[src/rtl/matrix_storage_reader.sv]
// rtl/matrix_storage_reader.sv - row read-out sequencer for matrix storages with credit-limited output FIFO
// Defining MATRIX_READER_ABORT_EN adds the abort input.
module matrix_storage_reader #(
   parameter int DATA_WIDTH   = 48,
   parameter int INDEX_WIDTH  = 32,
   parameter int READ_LATENCY = 1,
   parameter int FIFO_DEPTH   = 4
) (
   input  logic                   clk_clk,
   input  logic                   reset_reset,
   input  logic                   start,
   input  logic [INDEX_WIDTH-1:0] layer_index,
   input  logic [INDEX_WIDTH-1:0] row_count,
`ifdef MATRIX_READER_ABORT_EN
   input  logic                   abort,
`endif
   output logic                   busy,
   output logic                   done,
   output logic [INDEX_WIDTH-1:0] read_layer_index,
   output logic [INDEX_WIDTH-1:0] read_row_index,
   output logic                   is_read,
   input  logic [DATA_WIDTH-1:0]  read_data,
   output logic [DATA_WIDTH-1:0]  out_data,
   output logic [INDEX_WIDTH-1:0] out_row_index,
   output logic                   out_last,
   output logic                   out_valid,
   input  logic                   out_ready
);

   localparam int AW = $clog2(FIFO_DEPTH);
   localparam int CW = $clog2(READ_LATENCY + FIFO_DEPTH + 2);
   localparam int EW = DATA_WIDTH + INDEX_WIDTH + 1;
   localparam logic [AW:0] CNT_ONE = 1;

   typedef enum logic [1:0] {S_IDLE, S_ISSUE, S_DRAIN, S_DONE} state_t;

   state_t                  state;
   logic [INDEX_WIDTH-1:0]  rows_l;
   logic [INDEX_WIDTH-1:0]  next_row;
   logic [INDEX_WIDTH-1:0]  last_row;

   logic [READ_LATENCY-1:0] pipe_valid;
   logic [INDEX_WIDTH-1:0]  pipe_row [READ_LATENCY];

   logic [EW-1:0]           fifo_mem [FIFO_DEPTH];
   logic [AW-1:0]           wr_ptr;
   logic [AW-1:0]           rd_ptr;
   logic [AW:0]             fifo_count;
   logic [EW-1:0]           head;

   logic                    push;
   logic                    pop;
   logic                    abort_now;
   logic                    credit;
   logic                    drained;
   logic [CW-1:0]           outstanding;

`ifdef MATRIX_READER_ABORT_EN
   assign abort_now = busy & abort;
`else
   assign abort_now = 1'b0;
`endif

   assign last_row = rows_l - INDEX_WIDTH'(1);
   assign pop      = out_valid & out_ready;
   assign push     = pipe_valid[READ_LATENCY-1] & ~abort_now;

   // Every issued read owns a FIFO slot until popped, so counting them all makes overflow impossible.
   always_comb begin
      outstanding = CW'(fifo_count) + CW'(is_read);
      for (int i = 0; i < READ_LATENCY; i++) begin
         outstanding = outstanding + CW'(pipe_valid[i]);
      end
   end

   assign credit  = outstanding < CW'(FIFO_DEPTH);
   assign drained = (pipe_valid == '0) && !is_read &&
                    ((fifo_count == '0) || ((fifo_count == CNT_ONE) && pop));

   assign head          = fifo_mem[rd_ptr];
   assign out_valid     = (fifo_count != '0);
   assign out_data      = out_valid ? head[EW-1:INDEX_WIDTH+1] : '0;
   assign out_row_index = out_valid ? head[INDEX_WIDTH:1] : '0;
   assign out_last      = out_valid & head[0];

   always_ff @(posedge clk_clk) begin
      if (push) begin
         fifo_mem[wr_ptr] <= {read_data, pipe_row[READ_LATENCY-1],
                              pipe_row[READ_LATENCY-1] == last_row};
      end
   end

   always_ff @(posedge clk_clk or posedge reset_reset) begin
      if (reset_reset) begin
         wr_ptr     <= '0;
         rd_ptr     <= '0;
         fifo_count <= '0;
      end else if (abort_now) begin
         wr_ptr     <= '0;
         rd_ptr     <= '0;
         fifo_count <= '0;
      end else begin
         if (push) wr_ptr <= wr_ptr + AW'(1);
         if (pop)  rd_ptr <= rd_ptr + AW'(1);
         case ({push, pop})
            2'b10:   fifo_count <= fifo_count + CNT_ONE;
            2'b01:   fifo_count <= fifo_count - CNT_ONE;
            default: fifo_count <= fifo_count;
         endcase
      end
   end

   // Return pipe tracks which storage cycles carry a requested word and for which row.
   always_ff @(posedge clk_clk or posedge reset_reset) begin
      if (reset_reset) begin
         pipe_valid <= '0;
         for (int i = 0; i < READ_LATENCY; i++) pipe_row[i] <= '0;
      end else begin
         pipe_valid[0] <= is_read & ~abort_now;
         pipe_row[0]   <= read_row_index;
         for (int i = READ_LATENCY - 1; i > 0; i--) begin
            pipe_valid[i] <= pipe_valid[i-1] & ~abort_now;
            pipe_row[i]   <= pipe_row[i-1];
         end
      end
   end

   always_ff @(posedge clk_clk or posedge reset_reset) begin
      if (reset_reset) begin
         state            <= S_IDLE;
         busy             <= 1'b0;
         done             <= 1'b0;
         is_read          <= 1'b0;
         read_layer_index <= '0;
         read_row_index   <= '0;
         rows_l           <= '0;
         next_row         <= '0;
      end else begin
         done    <= 1'b0;
         is_read <= 1'b0;
         if (abort_now) begin
            state            <= S_IDLE;
            busy             <= 1'b0;
            read_layer_index <= '0;
            read_row_index   <= '0;
         end else begin
            case (state)
               S_IDLE: begin
                  if (start) begin
                     rows_l           <= row_count;
                     busy             <= 1'b1;
                     read_layer_index <= layer_index;
                     read_row_index   <= '0;
                     if (row_count == '0) begin
                        state <= S_DONE;
                        done  <= 1'b1;
                     end else begin
                        is_read  <= 1'b1;
                        next_row <= INDEX_WIDTH'(1);
                        state    <= (row_count == INDEX_WIDTH'(1)) ? S_DRAIN : S_ISSUE;
                     end
                  end
               end
               S_ISSUE: begin
                  if (credit) begin
                     is_read        <= 1'b1;
                     read_row_index <= next_row;
                     next_row       <= next_row + INDEX_WIDTH'(1);
                     if (next_row == last_row) state <= S_DRAIN;
                  end
               end
               S_DRAIN: begin
                  if (drained) begin
                     state <= S_DONE;
                     done  <= 1'b1;
                  end
               end
               default: begin
                  state            <= S_IDLE;
                  busy             <= 1'b0;
                  read_layer_index <= '0;
                  read_row_index   <= '0;
               end
            endcase
         end
      end
   end

endmodule

[config.mk]
export PLATFORM = sky130hd
export DESIGN_NAME = matrix_storage_reader
export DESIGN_NICKNAME = d
export VERILOG_FILES = /design/src/rtl/matrix_storage_reader.sv
export SDC_FILE = /design/constraint.sdc
export NUM_CORES = 1
export LEC_CHECK = 0
export CAP_MARGIN = 5
export CORE_MARGIN = 2
export CORE_UTILIZATION = 40
export CTS_BUF_LIST = sky130_fd_sc_hd__clkbuf_4 sky130_fd_sc_hd__clkbuf_8 sky130_fd_sc_hd__clkbuf_16
export CTS_CLUSTER_DIAMETER = 200
export DETAILED_ROUTE_END_ITERATION = 7
export PLACE_DENSITY = 0.67
export SYNTH_ARGS = -nofsm -noshare
export SYNTH_HDL_FRONTEND = slang
export SYNTH_SLANG_ARGS = --single-unit
[constraint.sdc]
create_clock -name clk_clk -period 7.9 [get_ports clk_clk]
set_clock_uncertainty 0.2 [all_clocks]
set_input_delay 1.185 -clock clk_clk [delete_from_list [all_inputs] [get_ports clk_clk]]
set_output_delay 1.185 -clock clk_clk [all_outputs]
set_load 0.02 [all_outputs]
# ---- Word-level counts from Yosys, hierarchy flattened
# Memory sizes are Yosys's and may differ from the RTL's.
# Cells that the tools add are included.
# Widths: inputs -> output; s select.
dict set report word_totals {
  regBits 173
  ramBits 324
  inputBits 116
  out_inout_bits 149
  n_memories 1
}
dict set report classes {
  addsub 8
  order_cmp 1
  n_eq_ne 13
  muxes 31
  n_bitwise 5
  reduce_logical 17
}
# memory words width read_ports rd_clocked_by_memory_dff write_ports line_no
set memory_table {}
lappend memory_table {fifo_mem 4 81 1 0 1 45} ;# logic [EW-1:0] fifo_mem [FIFO_DEPTH];
# op n
set op_table {}
lappend op_table {{$mux 32} 7}
lappend op_table {{$pmux 32 s2} 2}
lappend op_table {{$pmux 32 s3} 1}
lappend op_table {{$eq 32x32->1} 2}
lappend op_table {{$mux 48} 1}
lappend op_table {{$add 32x1->32 const B} 1}
lappend op_table {{$eq 32x1->1 const B} 1}
lappend op_table {{$logic_not 32->1} 1}
lappend op_table {{$sub 32x1->32 const B} 1}
lappend op_table {{$mux 2} 6}
lappend op_table {{$ne 2x2->1 const B} 5}
lappend op_table {{$mux 1} 9}
lappend op_table {{$reduce_and 4->1} 2}
lappend op_table {{$add 3x1->3} 2}
lappend op_table {{$pmux 1 s2} 3}
lappend op_table {{$pmux 2 s3} 1}
lappend op_table {{$pmux 3 s2} 1}
lappend op_table {{$add 2x1->2 const B} 2}
lappend op_table {{$eq 2x1->1 const B} 2}
lappend op_table {{$eq 2x2->1 const B} 2}
lappend op_table {{$reduce_and 2->1} 2}
lappend op_table {{$reduce_bool 2->1} 2}
lappend op_table {{$add 3x1->3 const B} 1}
lappend op_table {{$eq 3x1->1 const B} 1}
lappend op_table {{12 further kinds} 17}

# ---- Logic depth before layout (Yosys ltp)
dict set report depth {
  ltp_word 7
  ltp_mapped 14
}

# ---- Worst setup path before layout
# OpenSTA, ideal clock, no wires.
dict set report synth_timing {
  path_type {register to register}
  from {reg rows_l[0]}
  to {mem fifo_mem[0][0] (netlist name) (data pin)}
  setup_time_ps 290
  arrival_time_ps 3505
  setup_slack_ps 3905
  stages_incl_launch_ff 14
  path_cell_list {dfrtp_1 buf_6 inv_1 ha_1 clkbuf_1 or4b_1 or3_1 clkbuf_1 nor4_1 xnor2_1 xor2_1 and4b_1 nand4_1 a2111oi_0}
}
dict set report synth_between {
  elab_chain_cells 2
}
# element line_no
set synth_lines {}
lappend synth_lines {{from (decl)} 38} ;# logic [INDEX_WIDTH-1:0] rows_l;
lappend synth_lines {{from (signal assigned)} 150} ;# rows_l <= row_count;
lappend synth_lines {{$sub 32x1->32} 64} ;# assign last_row = rows_l - INDEX_WIDTH'(1);
lappend synth_lines {{$eq 32x32->1} 89} ;# pipe_row[READ_LATENCY-1] == last_row};
lappend synth_lines {{to (decl)} 45}
# Every way passes these cells.

# ---- Worst setup path after layout
dict set report layout_timing {
  from {reg rd_ptr[0]}
  to {out out_data[15]}
}
dict set report layout_between {
  elab_chain_cells 2
}
# element line_no
set layout_lines {}
lappend layout_lines {{from (decl)} 47} ;# logic [AW-1:0] rd_ptr;
lappend layout_lines {{from (signal assigned)} 104} ;# if (pop) rd_ptr <= rd_ptr + AW'(1);
lappend layout_lines {{$mem_v2 4x81} n/a}
lappend layout_lines {{$mux 48} 82} ;# assign out_data = out_valid ? head[EW-1:INDEX_WIDTH+1] : '0;
lappend layout_lines {{to (decl)} 23} ;# output logic [DATA_WIDTH-1:0] out_data,
# Every way passes these cells.

==> flow_summary.toml <==
[outcome]
status = "complete, no violations"

[timing]
fin_hold_ws_ns = 0.2002
slew_headroom_pct = 21.01
rsz0062_at_grt = "no"
fin_crit_sh_pct = 64.76
hold_violations = 0
fmaxAchievable_mhz = 195.5
slew_viol_final = 0
tightestPinTransition_ns = 1.185
tns_ns = 0
post-route-min-period_ns = 5.116
layout_setup_ws_ns = 2.784
setup_viol_count_final = 0

[finish]
mostFrequentLayoutCell = "edfxtp_1"
antenna_cells = 0
syn_to_final_growth_pct = 24.11
fin_nets = 1731
final_cells = 2319
final_cell_mix = "324 x edfxtp_1, 264 x clkdlybuf4s50_1, 171 x dfrtp_1"
drive_gt1_share_pct = 14.03

[worst_setup_path]
worst_setup_path_start_kind = "flip-flop"
cp-end-kind = "output pin"
cp_cell_sequence = "buf_4 -> mux4_2 -> and2_1 -> clkdlybuf4s50_1"
timing.critical_path.arrival_ns = 3.73
cp_top_family = "buffers and inverters"
worstPathRequired_ns = 6.51
max_stage_delay_ns = 0.90
crit_path_max_fanout = 46
path_buf_inv = 2
critPathKind = "flip-flop to output pin"
critPathSlowestCell = "dfrtp_4"

[route]
viasPerCell = 5.301
wirelength_mm = 49.75
drtIter0Drc = 703
wl_per_cell_microns = 21.45
dr.pass1.iters = 4
vias = 12290
drc = 0
ant_nets = 0

[yosys]
synthDistinctLibCells = 64
syn_avg_cell_area_sq_um = 15.45
synth_top_cell_area_share_pct = 46.86
synth_area_sq_um = 20760
ys_ff_latch = 497
yosys_warnings = 0
synth_top_cell_by_area = "edfxtp_1"
synth-seq-area-share_pct = 67.71
syn_inst = 1344
synth_ff_type = "edfxtp_1"
netlist_top_cells_area = "edfxtp_1 47%, dfrtp_1 21%, mux4_2 8.8%, xnor2_1 2.9%, and2_1 2.7%"
async_reset_ff_share_pct = 34.81
syn_nets = 1476
synth_edf_count = 324

[flow_run]
max_cap_viol_count = 0

[global_route]
grt_overflow = 0
grt_pass1_vias = 12790
grtUsageTotal_pct = 18.75
grt_max_degree = 96
antenna_found_initial = 0
grt_pass1_wl_mm = 76.44

[floorplan]
num_rows = 83
ios = 265
die_w_microns = 231.8
coreArea_sq_um = 51300
dieArea_sq_um = 53750
die_h_microns = 231.8
start_util_pct = 40.47

[clocking]
path_clk_slew_ns = 0.06
cts_tree = "yes"
cts_buffers = 51
cts-root-buf = "clkbuf_16"
htreeDepth = 2
worstSkewPairLatency_ns = 0.58
cts_sinks = 497
holdBufCountCts = 0
postCtsSetupRepairBufs = 0
cts.path.max_buffers = 3
cts_resized = 0

[power]
power_density_nw_per_um2 = 364.6
p_leak_nw = 9.666
peakVddDrop_mv = 0.1730

[placement]
place_hpwl_mm = 33.82
io_buffers = 264
place.gp.congestion = 0.9576
placed_cells = 2225
pre_cts_ws_ns = 3.048

[hold_path]
holdCritPathClass = "flip-flop to flip-flop"
layer usage:
metal	vias to the layer above	part of all wire, %	global-route usage [%]
li1	5554	-	-
met1	6249	44	25.76
met2	422	47	30.12
met3	69	6.7	3.929
met4	0	2.4	5.589
met5	-	0	0
cell type report:
cell class                 count  area [sq um]
fill                        4385         25530
clock buffer                  67          1396
inverter                      20         80.08
sequential                   497         14070
clock inverter                26         281.5
timing repair buffer         277          2748
tap                          680         850.8
multi-input combinational    752          6345
worst register-to-register path, stage by stage (launching register included):
cell	delay (ns)
dfrtp_1	0.45
inv_1	0.09
ha_1	0.29
or4b_1	0.55
or3_1	0.51
nor2_1	0.27
nand2_1	0.10
xnor2_1	0.39
nand4_1	0.15
nor4_1	0.48
nand4_1	0.18
a2111oi_0	0.76
registers in the layout, indices dropped and copies added (netlist names), 2 cells and up:
| signal | flops |
|---|---|
| read_layer_index | 32 |
| next_row | 32 |
| rows_l | 32 |
| fifo_mem | 324 |
| state | 2 |
| read_row_index | 32 |
| fifo_count | 3 |
| rd_ptr | 2 |
| pipe_row | 32 |
| wr_ptr | 2 |
where the power goes:
group	switching (mW)	total, mW	leakage [nW]	internal, mW
logic	1.70	3.22	3.52	1.52
clock network	0.960	2.40	0.838	1.44
registers	0.334	3.77	5.31	3.44
cell usage after synthesis (all sizes together), types with 11 or more instances:
cell and n:
edfxtp 324, dfrtp 173, nand2 91, and2 89, mux4 81, xnor2 68
nor2 62, clkbuf 60, nand3 51, xor2 39, mux2 35, a22o 34
inv 20, nor3 20, nor4 20, o21ai 18, nand4 17, ha 16
a21oi 15, buf 15, or4 11
cells by family (layout without fill, tap and decap cells):
| group | count (synthesis) | count (layout) | share of synthesized area [%] |
|---|---|---|---|
| AO/OA/AOI/OAI | 103 | 103 | 3.658 |
| XOR/XNOR | 109 | 109 | 4.731 |
| adder cells (fa/ha/maj) | 16 | 16 | 0.9642 |
| buffers and inverters | 95 | 390 | 1.802 |
| flip-flops | 497 | 497 | 67.71 |
| multiplexers | 119 | 119 | 10.83 |
| AND/OR/NAND/NOR | 405 | 405 | 10.30 |
path summary, 6_finish.rpt:
| kind | from | endpoint | slack, ns | depth (start not counted) |
|---|---|---|---|---|
| min in group asynchronous | reset_reset | read_layer_index[5] | 0.96 | 2 |
| setup reg to reg | rows_l[0] | fifo_mem[0][0] | 3.14 | 11 |
| setup / recovery | rd_ptr[0] | out_data[15] | 2.78 | 4 |
| hold / removal | read_row_index[13] | pipe_row[13] | 0.20 | 0 |
| max in group asynchronous | reset_reset | pipe_row[13] | 5.05 | 3 |
| hold reg to reg | read_row_index[13] | pipe_row[13] | 0.20 | 0 |
metrics by stage:
step / power, mW / cell area [sq um] / utilization (%)
2_1_floorplan: 5.713 / 20760 / -
3_3_place_gp: 7.085 / 24070 / 46.93
3_5_place_dp: 7.127 / 24070 / 46.93
4_1_cts: 9.554 / 25750 / 50.20
5_1_grt: 9.904 / 25770 / 50.23
6_report: 9.394 / 25770 / 50.23
Note: power is estimated with default switching activity, not from simulation.
